**src/rtl/mem_access_unit_if.sv**
```systemverilog
// Wishbone-classic bus bundle between the load/store unit (master) and memory (slave).
interface mem_access_unit_if;
  logic        cyc;
  logic        stb;
  logic        we;
  logic [31:0] adr;
  logic [31:0] dat_o;
  logic [3:0]  sel;
  logic [31:0] dat_i;
  logic        ack;
  logic        err;

  modport master (
    output cyc, stb, we, adr, dat_o, sel,
    input  dat_i, ack, err
  );

  modport slave (
    input  cyc, stb, we, adr, dat_o, sel,
    output dat_i, ack, err
  );
endinterface

```
**src/rtl/mem_access_unit.sv**
```systemverilog
// Load/store stage: one Wishbone-classic cycle per access, stalls the core until done.
// Optional macro MISALIGN_CHECK_EN rejects misaligned H/W accesses without a bus cycle.
module mem_access_unit #(
  parameter int unsigned TIMEOUT_CYCLES = 255
) (
  input  logic              clk,
  input  logic              rst,
  input  logic              load_data,
  input  logic              store_data,
  input  logic [2:0]        funct3,
  input  logic [31:0]       address,
  input  logic [31:0]       store_value,
  output logic              stop_cycle,
  output logic [31:0]       load_result,
  output logic              bus_error,
  mem_access_unit_if.master wb
);

  localparam int unsigned CNT_W = $clog2(TIMEOUT_CYCLES + 2);

  typedef enum logic [1:0] {
    IDLE,
    REQ,
    DONE
  } state_t;

  state_t           state;
  state_t           state_nxt;
  logic             req;
  logic [3:0]       req_sel;
  logic [31:0]      req_dat;
  logic             bad_align;
  logic [2:0]       f3_q;
  logic [1:0]       off_q;
  logic [CNT_W-1:0] count;
  logic             timeout_hit;
  logic [7:0]       lane_byte;
  logic [15:0]      lane_half;
  logic [31:0]      load_ext;

  assign req = load_data | store_data;

  // Lane enables and replicated write data for the incoming request.
  always_comb begin
    req_sel = 4'b1111;
    req_dat = store_value;
    case (funct3)
      3'b000, 3'b100: begin
        req_sel = 4'b0001 << address[1:0];
        req_dat = {4{store_value[7:0]}};
      end
      3'b001, 3'b101: begin
        req_sel = address[1] ? 4'b1100 : 4'b0011;
        req_dat = {2{store_value[15:0]}};
      end
      default: begin
        req_sel = 4'b1111;
        req_dat = store_value;
      end
    endcase
  end

`ifdef MISALIGN_CHECK_EN
  always_comb begin
    case (funct3)
      3'b000, 3'b100: bad_align = 1'b0;
      3'b001, 3'b101: bad_align = address[0];
      default:        bad_align = |address[1:0];
    endcase
  end
`else
  assign bad_align = 1'b0;
`endif

  always_comb begin
    timeout_hit = (TIMEOUT_CYCLES != 0) && (count == CNT_W'(TIMEOUT_CYCLES - 1));
  end

  // Extract the addressed lane from the returned word and extend it.
  always_comb begin
    case (off_q)
      2'd0:    lane_byte = wb.dat_i[7:0];
      2'd1:    lane_byte = wb.dat_i[15:8];
      2'd2:    lane_byte = wb.dat_i[23:16];
      default: lane_byte = wb.dat_i[31:24];
    endcase
    lane_half = off_q[1] ? wb.dat_i[31:16] : wb.dat_i[15:0];
    case (f3_q)
      3'b000:  load_ext = {{24{lane_byte[7]}}, lane_byte};
      3'b100:  load_ext = {24'b0, lane_byte};
      3'b001:  load_ext = {{16{lane_half[15]}}, lane_half};
      3'b101:  load_ext = {16'b0, lane_half};
      default: load_ext = wb.dat_i;
    endcase
  end

  always_ff @(posedge clk or posedge rst) begin
    if (rst) state <= IDLE;
    else     state <= state_nxt;
  end

  always_comb begin
    state_nxt  = state;
    stop_cycle = 1'b0;
    case (state)
      IDLE: begin
        stop_cycle = req;
        if (req) state_nxt = bad_align ? DONE : REQ;
      end
      REQ: begin
        stop_cycle = 1'b1;
        if (wb.ack || wb.err || timeout_hit) state_nxt = DONE;
      end
      DONE: begin
        stop_cycle = 1'b0;
        state_nxt  = IDLE;
      end
      default: state_nxt = IDLE;
    endcase
  end

  // Request latch, bus strobes and result capture; err beats ack, ack beats timeout.
  always_ff @(posedge clk or posedge rst) begin
    if (rst) begin
      wb.cyc      <= 1'b0;
      wb.stb      <= 1'b0;
      wb.we       <= 1'b0;
      wb.adr      <= '0;
      wb.dat_o    <= '0;
      wb.sel      <= '0;
      f3_q        <= '0;
      off_q       <= '0;
      count       <= '0;
      load_result <= '0;
      bus_error   <= 1'b0;
    end else begin
      bus_error <= 1'b0;
      case (state)
        IDLE: begin
          if (req) begin
            wb.we    <= store_data & ~load_data;
            wb.adr   <= {address[31:2], 2'b00};
            wb.sel   <= req_sel;
            wb.dat_o <= req_dat;
            f3_q     <= funct3;
            off_q    <= address[1:0];
            count    <= '0;
            if (bad_align) begin
              bus_error   <= 1'b1;
              load_result <= '0;
            end else begin
              wb.cyc <= 1'b1;
              wb.stb <= 1'b1;
            end
          end
        end
        REQ: begin
          count <= count + 1'b1;
          if (wb.err) begin
            wb.cyc      <= 1'b0;
            wb.stb      <= 1'b0;
            bus_error   <= 1'b1;
            load_result <= '0;
          end else if (wb.ack) begin
            wb.cyc      <= 1'b0;
            wb.stb      <= 1'b0;
            load_result <= wb.we ? 32'h0 : load_ext;
          end else if (timeout_hit) begin
            wb.cyc      <= 1'b0;
            wb.stb      <= 1'b0;
            bus_error   <= 1'b1;
            load_result <= '0;
          end
        end
        default: ;
      endcase
    end
  end

endmodule

```
**src/flat_wrapper.sv**
```systemverilog
// flat-port wrapper written by rule: the top's interface ports become plain ports
module mem_access_unit_flat 
#(
  parameter int unsigned TIMEOUT_CYCLES = 255
)
  (clk, rst, load_data, store_data, funct3, address, store_value, stop_cycle, load_result, bus_error, wb_cyc, wb_stb, wb_we, wb_adr, wb_dat_o, wb_sel, wb_dat_i, wb_ack, wb_err);
  mem_access_unit_if wb_i ();
  input  logic clk;
  input  logic rst;
  input  logic load_data;
  input  logic store_data;
  input  logic [2:0] funct3;
  input  logic [31:0] address;
  input  logic [31:0] store_value;
  output logic stop_cycle;
  output logic [31:0] load_result;
  output logic bus_error;
  output wire logic [$bits(wb_i.cyc)-1:0] wb_cyc;
  output wire logic [$bits(wb_i.stb)-1:0] wb_stb;
  output wire logic [$bits(wb_i.we)-1:0] wb_we;
  output wire logic [$bits(wb_i.adr)-1:0] wb_adr;
  output wire logic [$bits(wb_i.dat_o)-1:0] wb_dat_o;
  output wire logic [$bits(wb_i.sel)-1:0] wb_sel;
  input wire logic [$bits(wb_i.dat_i)-1:0] wb_dat_i;
  input wire logic [$bits(wb_i.ack)-1:0] wb_ack;
  input wire logic [$bits(wb_i.err)-1:0] wb_err;
  assign wb_cyc = wb_i.cyc;
  assign wb_stb = wb_i.stb;
  assign wb_we = wb_i.we;
  assign wb_adr = wb_i.adr;
  assign wb_dat_o = wb_i.dat_o;
  assign wb_sel = wb_i.sel;
  assign wb_i.dat_i = wb_dat_i;
  assign wb_i.ack = wb_ack;
  assign wb_i.err = wb_err;
  mem_access_unit #(.TIMEOUT_CYCLES(TIMEOUT_CYCLES)) u_core (.clk(clk), .rst(rst), .load_data(load_data), .store_data(store_data), .funct3(funct3), .address(address), .store_value(store_value), .stop_cycle(stop_cycle), .load_result(load_result), .bus_error(bus_error), .wb(wb_i));
endmodule
```
**config.mk**
```make
export PLATFORM = sky130hd
export DESIGN_NAME = mem_access_unit_flat
export DESIGN_NICKNAME = d
export VERILOG_FILES = /design/src/rtl/mem_access_unit_if.sv /design/src/rtl/mem_access_unit.sv /design/src/flat_wrapper.sv
export SDC_FILE = /design/constraint.sdc
export NUM_CORES = 1
export LEC_CHECK = 0
export CAP_MARGIN = 10
export CORE_UTILIZATION = 44
export DETAILED_ROUTE_END_ITERATION = 16
export HOLD_SLACK_MARGIN = 0.05
export PLACE_DENSITY = 0.81
export SLEW_MARGIN = 10
export SYNTH_ARGS = -nofsm -noshare
export SYNTH_HDL_FRONTEND = slang
export SYNTH_SLANG_ARGS = --single-unit
```
**constraint.sdc**
```tcl
create_clock -name clk -period 4.2 [get_ports clk]
set_input_delay 0.63 -clock clk [delete_from_list [all_inputs] [get_ports clk]]
set_output_delay 0.63 -clock clk [all_outputs]
set_load 0.01 [all_outputs]
```
-- After elaboration in Yosys (flattened, before gate mapping)
Cells that the tools add are included.
- memories kept: 0
- word-level logic and storage cells: 69
- RAM bits: 0
- output and inout bits: 105
- ROM bits: 0
- latch bits: 0
- register bits after elaboration: 117
- input port bits: 105
- add/subtract/negate cells: 1
- bitwise gates (word level): 3
- $mul: 0
- reduce and logical (&&, ||, !) cells: 15
- equality and inequality tests: 13
- mux-type cells: 25
- shift operators: 1
- magnitude comparators: 0
- div/mod/pow operators: 0
- operators with widths (kind ; count):
    $mux W32 ; 4
    $pmux W32 S4 ; 1
    $pmux W32 S2 ; 1
    $pmux W8 S3 ; 1
    $pmux W9 S2 ; 1
    $mux W16 ; 1
    $eq A3 B3 Y1 const B ; 4
    $add A9 B1 Y9 const B ; 1
    $eq A9 B8 Y1 const B ; 1
    $mux W9 ; 1
    $mux W1 ; 8
    $pmux W4 S2 ; 1
    $reduce_and A2 Y1 ; 4
    $eq A3 B1 Y1 const B ; 2
    $logic_not A3 Y1 ; 2
    $eq A2 B1 Y1 const B ; 2
    $logic_not A2 Y1 ; 2
    $mux W2 ; 2
    $mux W4 ; 1
    $ne A2 B1 Y1 const B ; 2
    $ne A4 B3 Y1 const B ; 1
    $pmux W1 S2 ; 2
    $pmux W2 S2 ; 1
    $reduce_or A2 Y1 ; 2
    other kinds (9) ; 10

-- Logic depth before layout (Yosys ltp)
- word-level depth: 6
- depth in mapped cells: 7
- gate-level depth less buffers: 6

-- Least setup slack after synthesis
No wires, ideal clock.
- path type: input to output
- start: input port store_data
- end: output port stop_cycle
- stages on the path: 2
- path slack: 2.416 ns
- arrival time: 1.154 ns
- path buffers: 0
- cell sequence: o31ai_1 > inv_1
- word-level cells in the longest chain between the ends: 2
- RTL lines (item ; line ; source):
    from (decl) ; flat_wrapper.sv:11 ; input logic store_data;
    $or A1 B1 Y1 ; mem_access_unit.sv:41 ; assign req = load_data | store_data;
    $pmux W1 S2 ; mem_access_unit.sv:105 ; case (state)
    to (decl) ; flat_wrapper.sv:15 ; output logic stop_cycle;
No other way between the ends.

-- Final worst setup path
Same ends and word-level chain as after synthesis.

==> results.sh <==
export IMPL_final_cells=899
export IMPL_path_buf_inv=3
export IMPL_max_stage_delay_ns=0.55
export IMPL_ys_types=47
export IMPL_cts_buffers=17
export IMPL_relSlewSlack_pct=21.66
export IMPL_required_ns=3.57
export IMPL_syn_area_per_cell_um2=9.731
export IMPL_die_area_um2=12650
export IMPL_grt_overflow_total=0
export IMPL_finalWirelength_um=15220
export IMPL_switchingPower_mw=2.065
export IMPL_ys_ff_latch=117
export IMPL_crit_top_cell="clkdlybuf4s50_1"
export IMPL_max_slew_worst_pin_slew_ns=1.172
export IMPL_cts_setup_buffers=0
export IMPL_timing_hold_ws_ns=0.4710
export IMPL_finish_instance_area_um2=7999
export IMPL_grt_pass1_wl_um=24710
export IMPL_clock_power_share_pct=21.7
export IMPL_ant_nets=0
export IMPL_grt_max_degree=103
export IMPL_cp_start_kind="input port"
export IMPL_finalMaxSlewViolations=0
export IMPL_track_usage_pct=25.43
export IMPL_seq_power_share_pct=34.7
export IMPL_swShare_pct=35.49
export IMPL_drc=0
export IMPL_pre_cts_slack_ns=1.365
export IMPL_cp_top_family="buffers and inverters"
export IMPL_cts_tree="yes"
export IMPL_syn_to_final_growth_pct=48.92
export IMPL_yosysTopAreaCell="dfrtp_1"
export IMPL_synth_enable_flop_cells=0
export IMPL_synth_area_leaders="dfrtp_1 55%, nand2_1 12%, mux2i_1 6.1%, o21ai_0 4.6%, a221o_1 3.7%"
export IMPL_antenna_found_initial=0
export IMPL_max_cap_violations=0
export IMPL_timing_final_ws_setup_ns=1.303
export IMPL_ctsResizeCount=0
export IMPL_worstPathMaxFanout=5
export IMPL_rsz0062_at_grt="no"
export IMPL_p_int_mw=3.753
export IMPL_num_rows=39
export IMPL_core_area_um2=11660
export IMPL_syn_cell_area_um2=5371
export IMPL_crit_type="input port to output port"
export IMPL_io_pins=210
export IMPL_hp_class="flop to flop"
export IMPL_arrival_ns=2.27
export IMPL_start_util_pct=46.06
export IMPL_synthArstFlopShare_pct=100.0
export IMPL_firstDrtPassIters=5
export IMPL_crit_path_end_kind="output port"
export IMPL_io_buffer_count=207
export IMPL_clk_pin_slew_ns=0.05
export IMPL_vdd_ir_drop_max_v=0.0004646
export IMPL_vias=4822
export IMPL_cts_hold_buf=0
export IMPL_nNetsFinal=851
export IMPL_gp_congestion=0.8192
export IMPL_finalSetupViolations=0
export IMPL_drt_iter0_markers=292
export IMPL_vias_per_cell=5.364
export IMPL_status="finished, final reports clean"
export IMPL_drive_gt1_share_pct=5.423
export IMPL_power_density_nw_per_um2=727.3
export IMPL_combPwrFrac_pct=43.7
export IMPL_die_w_um=112.5
export IMPL_finalCritPeriodShare_pct=68.97
export IMPL_synth_top_area_share_pct=54.51
export IMPL_yosysWarningCount=0
export IMPL_dp_hpwl_um=10660
export IMPL_hold_violations=0
export IMPL_numClockSinks=117
export IMPL_syn_inst=552
export IMPL_place_inst=868
export IMPL_grt_pass1_vias=4851
export IMPL_clock_fmax_ghz=0.3452
export IMPL_cts_max_path_buffers=2
export IMPL_timing_setup_tns_ns=0
export IMPL_antenna_cells=0
export IMPL_leakagePower_nw=3.596
export IMPL_yosysSeqAreaShare_pct=54.51
export IMPL_die_y_um=112.5
export IMPL_fin_skew_ns=0.006599
export IMPL_fin_crit_ns=2.897
export IMPL_cts_root_buffer_cell="clkbuf_16"
export IMPL_wl_per_cell_um=16.93
export IMPL_ys_dominant_reg_cell="dfrtp_1"
export IMPL_htree_num_levels=4
export IMPL_crit_slowest_cell="o31ai_1"
export IMPL_crit_chain="clkdlybuf4s50_1 > o31ai_1 > inv_1 > clkdlybuf4s50_1"
export IMPL_clk_latency_ns=0.41
export IMPL_place_area_um2=7485
cells by family (layout without fill, tap and decap cells):
| group | count (synthesis) | in the layout | synth area share [%] |
|---|---|---|---|
| XOR/XNOR | 2 | 2 | 0.3262 |
| flip-flops | 117 | 117 | 54.51 |
| AO/OA/AOI/OAI | 127 | 127 | 15.86 |
| other | 1 | 2 | 0.06981 |
| AND/OR/NAND/NOR | 218 | 218 | 17.61 |
| adder cells (fa/ha/maj) | 2 | 2 | 0.4658 |
| buffers and inverters | 49 | 252 | 4.170 |
| multiplexers | 36 | 36 | 6.988 |
layout by cell type, fill, tap and decap left out, types with 10 or more instances in the layout:
master and n:
a21oi_1 23, a221o_1 20, a22o_1 11, clkbuf_16 17, clkdlybuf4s50_1 207, dfrtp_1 117
mux2i_1 33, nand2_1 165, nor2_1 17, o21ai_0 48, o2bb2ai_1 10
layer usage:
| layer | routed length [um] | up-vias | GRT usage (%) |
|---|---|---|---|
| met1 | 6091 | 2258 | 29.83 |
| met5 | 0 | - | 0 |
| met2 | 7107 | 229 | 39.75 |
| met4 | 492 | 0 | 14.58 |
| li1 | - | 2297 | - |
| met3 | 1527 | 38 | 10.15 |
Yosys cell counts, drive strengths merged, types with 2 or more instances:
cell and count:
nand2 165, mux2i 33, nand3 5, dfrtp 117, nand2b 3, a22o 11, o211ai 2, a221o 20
or3 7, nor2 18, ha 2, clkbuf 22, a21oi 23, inv 10, nor2b 6, o31ai 4
buf 17, mux2 2, o2bb2ai 10, o21ai 50, o21a 2, nand4 3, nor3 4
cell type report:
| cell class | instances | area [um2] |
|---|---|---|
| Clock inverter | 5 | 25.02 |
| Sequential cell | 117 | 2928 |
| Inverter | 10 | 40.04 |
| Clock buffer | 26 | 489.2 |
| Tap cell | 143 | 178.9 |
| Multi-Input combinational cell | 387 | 2236 |
| Fill cell | 884 | 3664 |
| Timing Repair Buffer | 211 | 2102 |
sequential cells by signal (all words and copies together) (netlist names):
signal,cells
u_core.wb.cyc,1
u_core.load_result,32
u_core.wb.dat_o,32
u_core.wb.sel,4
u_core.f3_q,3
u_core.state,2
u_core.wb.adr,30
u_core.bus_error,1
u_core.off_q,2
u_core.count,9
u_core.wb.we,1
per-stage QoR:
stage	util [%]	power [mW]
finish	68.59	5.817
floorplan	-	3.238
global placement	64.18	4.495
global route	68.59	6.201
detailed placement	64.18	4.579
CTS	68.59	5.870
tightest hold or removal path, delay by kind of cell (launching register included):
| family | cells | cell delay (ns) |
|---|---|---|
| flip-flops | 1 | 0.34 |
| AND/OR/NAND/NOR | 2 | 0.10 |
power groups by stage:
| stage | clock (mW) | combinational, mW | sequential, mW |
|---|---|---|---|
| floorplan | 0 | 1.09 | 2.15 |
| global placement | 0 | 2.49 | 2.00 |
| detailed placement | 0 | 2.55 | 2.03 |
| CTS | 1.29 | 2.56 | 2.02 |
| global route | 1.33 | 2.78 | 2.09 |
| finish | 1.26 | 2.54 | 2.02 |
final timing paths:
kind	start	to	slack (ns)	cells after the start
worst max-delay path	store_data	stop_cycle	1.30	4
worst min-delay path	u_core.wb.adr[23]$_DFFE_PP0P_	u_core.wb.adr[23]$_DFFE_PP0P_	0.47	2
worst max register to register	u_core.state[0]$_DFFE_PP0P_	u_core.load_result[30]$_DFFE_PP0P_	1.67	3
worst min register to register	u_core.wb.adr[23]$_DFFE_PP0P_	u_core.wb.adr[23]$_DFFE_PP0P_	0.47	2
max in group asynchronous	rst	u_core.load_result[0]$_DFFE_PP0P_	2.56	3
min in group asynchronous	rst	u_core.wb.adr[12]$_DFFE_PP0P_	0.74	2
Note: power is estimated with default switching activity, not from simulation.
